==> src/rtl/audio_slot_pkg.sv <==
// rtl/audio_slot_pkg.sv - shared slot constants, collector state and slot bit-offset helper
package audio_slot_pkg;

    localparam int SLOT_IDX_W = 2;
    localparam int NUM_SLOTS  = 4;

    typedef enum logic {
        SYNC    = 1'b0,
        COLLECT = 1'b1
    } state_t;

    // Slot n occupies bits [n*data_w +: data_w] of a packed frame.
    function automatic int slot_lsb(input logic [SLOT_IDX_W-1:0] n, input int data_w);
        return int'(n) * data_w;
    endfunction

endpackage

==> src/rtl/frame_out_reg.sv <==
// rtl/frame_out_reg.sv - valid/ready frame holding register with dropped-frame (overrun) pulse
module frame_out_reg
    import audio_slot_pkg::*;
#(
    parameter int FRAME_W = 32
) (
    input  logic               i_clk,
    input  logic               i_rst_n,
    input  logic               i_load,
    input  logic [FRAME_W-1:0] i_data,
    input  logic               i_ready,
    output logic               o_valid,
    output logic [FRAME_W-1:0] o_data,
    output logic               o_overrun
);

    logic               r_valid;
    logic [FRAME_W-1:0] r_data;
    logic               r_overrun;

    always_ff @(posedge i_clk or negedge i_rst_n) begin
        if (!i_rst_n) begin
            r_valid   <= 1'b0;
            r_data    <= '0;
            r_overrun <= 1'b0;
        end else begin
            r_overrun <= 1'b0;
            if (i_load) begin
                // A held frame that is not being taken this cycle wins; the new one is lost.
                if (!r_valid || i_ready) begin
                    r_data  <= i_data;
                    r_valid <= 1'b1;
                end else begin
                    r_overrun <= 1'b1;
                end
            end else if (r_valid && i_ready) begin
                r_valid <= 1'b0;
            end
        end
    end

    assign o_valid   = r_valid;
    assign o_data    = r_data;
    assign o_overrun = r_overrun;

endmodule

==> src/rtl/slot_frame_collector.sv <==
// rtl/slot_frame_collector.sv - checks slot index sequence and collects slots 0..3 into frames
module slot_frame_collector
    import audio_slot_pkg::*;
#(
    parameter int DATA_W = 8
) (
    input  logic                        clk,
    input  logic                        rst,
    input  logic                        slot_valid,
    input  logic [SLOT_IDX_W-1:0]       slot_idx,
    input  logic [DATA_W-1:0]           slot_data,
    output logic                        frame_valid,
    input  logic                        frame_ready,
    output logic [NUM_SLOTS*DATA_W-1:0] frame_data,
    output logic                        seq_err,
    output logic                        overrun
);

    localparam int                    FRAME_W  = NUM_SLOTS * DATA_W;
    localparam logic [SLOT_IDX_W-1:0] LAST_IDX = SLOT_IDX_W'(NUM_SLOTS - 1);

    state_t                r_state;
    logic [SLOT_IDX_W-1:0] r_exp_idx;
    logic [FRAME_W-1:0]    r_buf;
    logic                  r_seq_err;

    logic                  w_in_seq;
    logic                  w_frame_done;
    logic [FRAME_W-1:0]    w_frame_word;

    assign w_in_seq     = slot_valid && (r_state == COLLECT) && (slot_idx == r_exp_idx);
    assign w_frame_done = w_in_seq && (r_exp_idx == LAST_IDX);

    // The last slot bypasses the collect buffer so the frame reaches the output register directly.
    always_comb begin
        w_frame_word = r_buf;
        w_frame_word[slot_lsb(LAST_IDX, DATA_W) +: DATA_W] = slot_data;
    end

    always_ff @(posedge clk or negedge rst) begin
        if (!rst) begin
            r_state   <= SYNC;
            r_exp_idx <= '0;
            r_buf     <= '0;
            r_seq_err <= 1'b0;
        end else begin
            r_seq_err <= 1'b0;
            if (slot_valid) begin
                case (r_state)
                    SYNC: begin
                        if (slot_idx == '0) begin
                            r_buf[slot_lsb(slot_idx, DATA_W) +: DATA_W] <= slot_data;
                            r_exp_idx <= SLOT_IDX_W'(1);
                            r_state   <= COLLECT;
                        end
                    end
                    COLLECT: begin
                        if (w_in_seq) begin
                            r_buf[slot_lsb(slot_idx, DATA_W) +: DATA_W] <= slot_data;
                            r_exp_idx <= r_exp_idx + SLOT_IDX_W'(1);
                            if (w_frame_done) begin
                                r_state <= SYNC;
                            end
                        end else begin
                            r_seq_err <= 1'b1;
                            // An unexpected slot 0 is taken as the start of a fresh frame.
                            if (slot_idx == '0) begin
                                r_buf[slot_lsb(slot_idx, DATA_W) +: DATA_W] <= slot_data;
                                r_exp_idx <= SLOT_IDX_W'(1);
                            end else begin
                                r_exp_idx <= '0;
                                r_state   <= SYNC;
                            end
                        end
                    end
                    default: begin
                        r_state   <= SYNC;
                        r_exp_idx <= '0;
                    end
                endcase
            end
        end
    end

    frame_out_reg #(
        .FRAME_W(FRAME_W)
    ) u_frame_out_reg (
        .i_clk     (clk),
        .i_rst_n   (rst),
        .i_load    (w_frame_done),
        .i_data    (w_frame_word),
        .i_ready   (frame_ready),
        .o_valid   (frame_valid),
        .o_data    (frame_data),
        .o_overrun (overrun)
    );

    assign seq_err = r_seq_err;

endmodule
==> config.mk <==
export PLATFORM = sky130hd
export DESIGN_NAME = slot_frame_collector
export DESIGN_NICKNAME = d
export VERILOG_FILES = /design/src/rtl/audio_slot_pkg.sv /design/src/rtl/frame_out_reg.sv /design/src/rtl/slot_frame_collector.sv
export SDC_FILE = /design/constraint.sdc
export NUM_CORES = 1
export LEC_CHECK = 0
export CORE_MARGIN = 1
export CORE_UTILIZATION = 50
export CTS_CLUSTER_DIAMETER = 40
export DETAILED_ROUTE_END_ITERATION = 12
export GPL_ROUTABILITY_DRIVEN = 1
export PLACE_DENSITY_LB_ADDON = 0.05
export SLEW_MARGIN = 30
export SYNTH_ARGS = -nofsm -noshare
export SYNTH_HDL_FRONTEND = slang
export SYNTH_HIERARCHICAL = 1
export SYNTH_SLANG_ARGS = --single-unit
==> constraint.sdc <==
create_clock -name clk -period 2.6 [get_ports clk]
set_clock_uncertainty 0.05 [all_clocks]
set_input_delay 0.39 -clock clk [delete_from_list [all_inputs] [get_ports clk]]
set_output_delay 0.39 -clock clk [all_outputs]
set_load 0.02 [all_outputs]
==> impl_metrics.py <==
metrics = {
    "critical_path": {
        "critical_path.startpoint": "slot_idx[1]",
        "timing.critical_path.cells": "clkdlybuf4s50_1 > xor2_1 > nor2_1 > and3_1 > nand2_4 > buf_12 > mux2_4",
        "cp_max_fo": 13,
        "cp_max_delay_cell": "sky130_fd_sc_hd__clkdlybuf4s50_1",
        "endpoint_kind": "register",
        "worstSetupStartpointType": "input port",
        "timing.rr.start": "r_exp_idx[1]",
        "crit_path_max_incr_delay_ps": 570,
        "cp.arrival_ps": 2390,
        "worst-r2r-setup-slack_ps": 580,
        "cp.required_ps": 2760,
        "timing.setup.critical_path_class": "input port to register",
    },
    "place": {
        "dp_worst_setup_slack_ps": 63.3,
        "placement.io_buffers": 48,
        "gp_congestion": 0.863,
        "place_inst": 304,
        "place.detailed.hpwl_um": 3890,
    },
    "floorplanning": {
        "rows": 26,
        "die-area_um2": 5720,
        "floorplan.initialDensity": 0.524,
        "ios": 49,
        "die_y_um": 75.6,
        "floorplan.core_area_um2": 5170,
        "chipWidth_um": 75.6,
    },
    "finish": {
        "synthToLayoutAreaGrowth_pct": 28.5,
        "multiInputGateArea_um2": 1040,
        "antennaDiodeCount": 0,
        "final_layout_size_suffix_gt1_frac": 0.236,
        "ff_latch_area_um2": 1550,
        "design.final.nets": 264,
        "mostFrequentLayoutCells": "sky130_fd_sc_hd__dfrtp_1 (62), sky130_fd_sc_hd__clkdlybuf4s50_1 (47), sky130_fd_sc_hd__mux2_4 (30)",
        "post-route-util": 0.673,
        "final_cell_count_without_fillers": 320,
        "most_common_library_cell_in_the_layout_ignoring_fill_and_taps": "sky130_fd_sc_hd__dfrtp_1",
        "filler_cell_count": 385,
    },
    "job": {
        "cap_viol_max_count": 0,
    },
    "power": {
        "vdd.ir_drop.worst_mv": 0.418,
        "power_density_of_the_placed_cells_nw_per_um2": 737,
        "power.total_uw": 2570,
        "leakage_uw": 0.00171,
    },
    "sta": {
        "timing_max_transition_violations_final": 0,
        "finalCritPeriodShare": 0.857,
        "rsz0062_at_grt": "no",
        "setup_viol": 0,
        "final_hold_viol_count": 0,
        "post-route-min-period_ps": 2230,
        "worst_slew_pin_slew_ps": 590,
        "fmax_ghz": 0.449,
        "final.setup.tns_ps": 0,
        "slew_headroom": 0.606,
        "worst_slack_ps": 371,
    },
    "status": {
        "outcome": "finished, final reports clean",
    },
    "clock_network": {
        "cts.reportedPaths.clkPinSlew_ps": 70,
        "root_buffer": "sky130_fd_sc_hd__clkbuf_8",
        "cts-resized-gates": 0,
        "cts_setup_buffers": 0,
        "tritoncts_clock_tree": "yes",
        "clk_path_buf_depth": 2,
        "number_of_buffers_inserted_by_hold_repair_at_cts": 0,
        "cts_sinks": 62,
        "maximum_level_of_the_cts_h_tree": 3,
        "clk_latency_ps": 330,
        "cts_buffers": 9,
    },
    "synth": {
        "yosys.cell_types.count": 34,
        "synth-seq-cells": 62,
        "syn_avg_cell_area_um2": 14.8,
        "post_synth_instance_area_um2": 2710,
        "ys_seq_area_frac": 0.572,
        "synthesis.instances": 183,
        "synth.yosys.warnings": 6,
        "mappedNetlistNets": 202,
    },
    "routing": {
        "detail_route.iter0.violations": 92,
        "detail_routed_via_count_per_cell": 5.41,
        "tritonroute_pass_1_iters": 6,
        "drt.antenna.violating_nets": 0,
        "detailroute.via_count": 1731,
        "routed_wl_um": 5360,
        "route.detailed.wl_per_inst_um": 16.8,
        "drc": 0,
    },
    "global_routing": {
        "grt_start_max_net_pins": 38,
        "global_route.overflow_total": 0,
        "antenna_found_initial": 0,
        "track_usage": 0.209,
        "grt_pass1_vias": 1678,
        "grt_first_pass_wirelength_um": 8470,
    },
    "min_path": {
        "min_path_type": "input port to async pin",
    },
}
kinds of logic (layout without fill, tap and decap cells):
logic type               count (synthesis)  count (layout)  share of synthesized area
buffers and inverters                   17              84                     0.0425
flip-flops                              62              62                      0.572
XOR/XNOR                                 4               4                     0.0157
AO/OA/AOI/OAI                           29              29                     0.0882
multiplexers                            33              33                      0.178
AND/OR/NAND/NOR                         33              33                     0.0799
adder cells (fa/ha/maj)                  5               5                     0.0231
worst max-delay path, delay by kind of cell:
kind                   cells  cell delay, ps
AND/OR/NAND/NOR            3             510
buffers and inverters      2             750
multiplexers               1             310
XOR/XNOR                   1             430
Yosys cell counts, drive strengths merged:
cell type / instances / area share
mux2i: 1 / 0.0037
nor4: 1 / 0.0078
o311ai: 1 / 0.0032
and4b: 1 / 0.0037
dfrtp: 62 / 0.57
nand2: 11 / 0.018
a32oi: 1 / 0.0032
or4: 1 / 0.0028
ha: 5 / 0.023
nor2b: 3 / 0.0069
nor2: 2 / 0.0028
nor3: 1 / 0.0037
nor4bb: 1 / 0.0037
a32o: 9 / 0.033
o21ai: 2 / 0.0037
nand3b: 1 / 0.0028
o211ai: 1 / 0.0028
and3: 1 / 0.0023
and2: 1 / 0.0023
inv: 12 / 0.017
o22ai: 7 / 0.016
and4: 1 / 0.0032
a22o: 8 / 0.026
nand2b: 1 / 0.0051
xor2: 2 / 0.0092
nand3: 3 / 0.0055
buf: 5 / 0.026
xnor2: 2 / 0.0065
nand4: 4 / 0.0092
mux2: 32 / 0.17
state kept, by name (all words and copies together) (netlist names):
signal and flops:
r_exp_idx 2, r_buf 24, r_state 1, u_frame_out_reg/o_overrun 1, u_frame_out_reg/o_data 32, seq_err 1
u_frame_out_reg/o_valid 1
area by class of cell:
class                   count  share of cell area
multi-input cells         104               0.300
clock inverters             4              0.0136
inverters                  12              0.0129
repair buffers             56               0.165
clock buffers              12              0.0388
flip-flops and latches     62               0.445
well taps                  70              0.0251
stage by stage:
step / hold slack [ps] / instance area (um2)
after floorplan: 44.4 / 2710
after global placement: 365 / 3300
after detailed placement: 384 / 3300
after CTS: 12.2 / 3480
after global routing: 50.3 / 3480
final: 5.07 / 3480
path summary, 6_finish.rpt:
kind,to,depth (start not counted)
worst max register to register,u_frame_out_reg/o_data[12],6
worst min-delay path,u_frame_out_reg/o_data[27],1
min in group clk,u_frame_out_reg/o_data[8],1
worst min register to register,u_frame_out_reg/o_data[8],1
worst max-delay path,u_frame_out_reg/o_data[12],7
max in group asynchronous,r_buf[13],2
where the power goes:
group | internal, uW | switching, uW
sequential | 1080 | 86.6
combinational | 316 | 292
clock | 440 | 354
total | 1840 | 732
per-layer routing:
layer  vias to the layer above  share of wire  GRT usage
met5                         -              0          0
met4                         0          0.018      0.111
met3                         9          0.037     0.0450
met2                        55           0.51      0.342
met1                       870           0.44      0.261
li1                        797              -          -
Power figures use the tool's default switching activity.
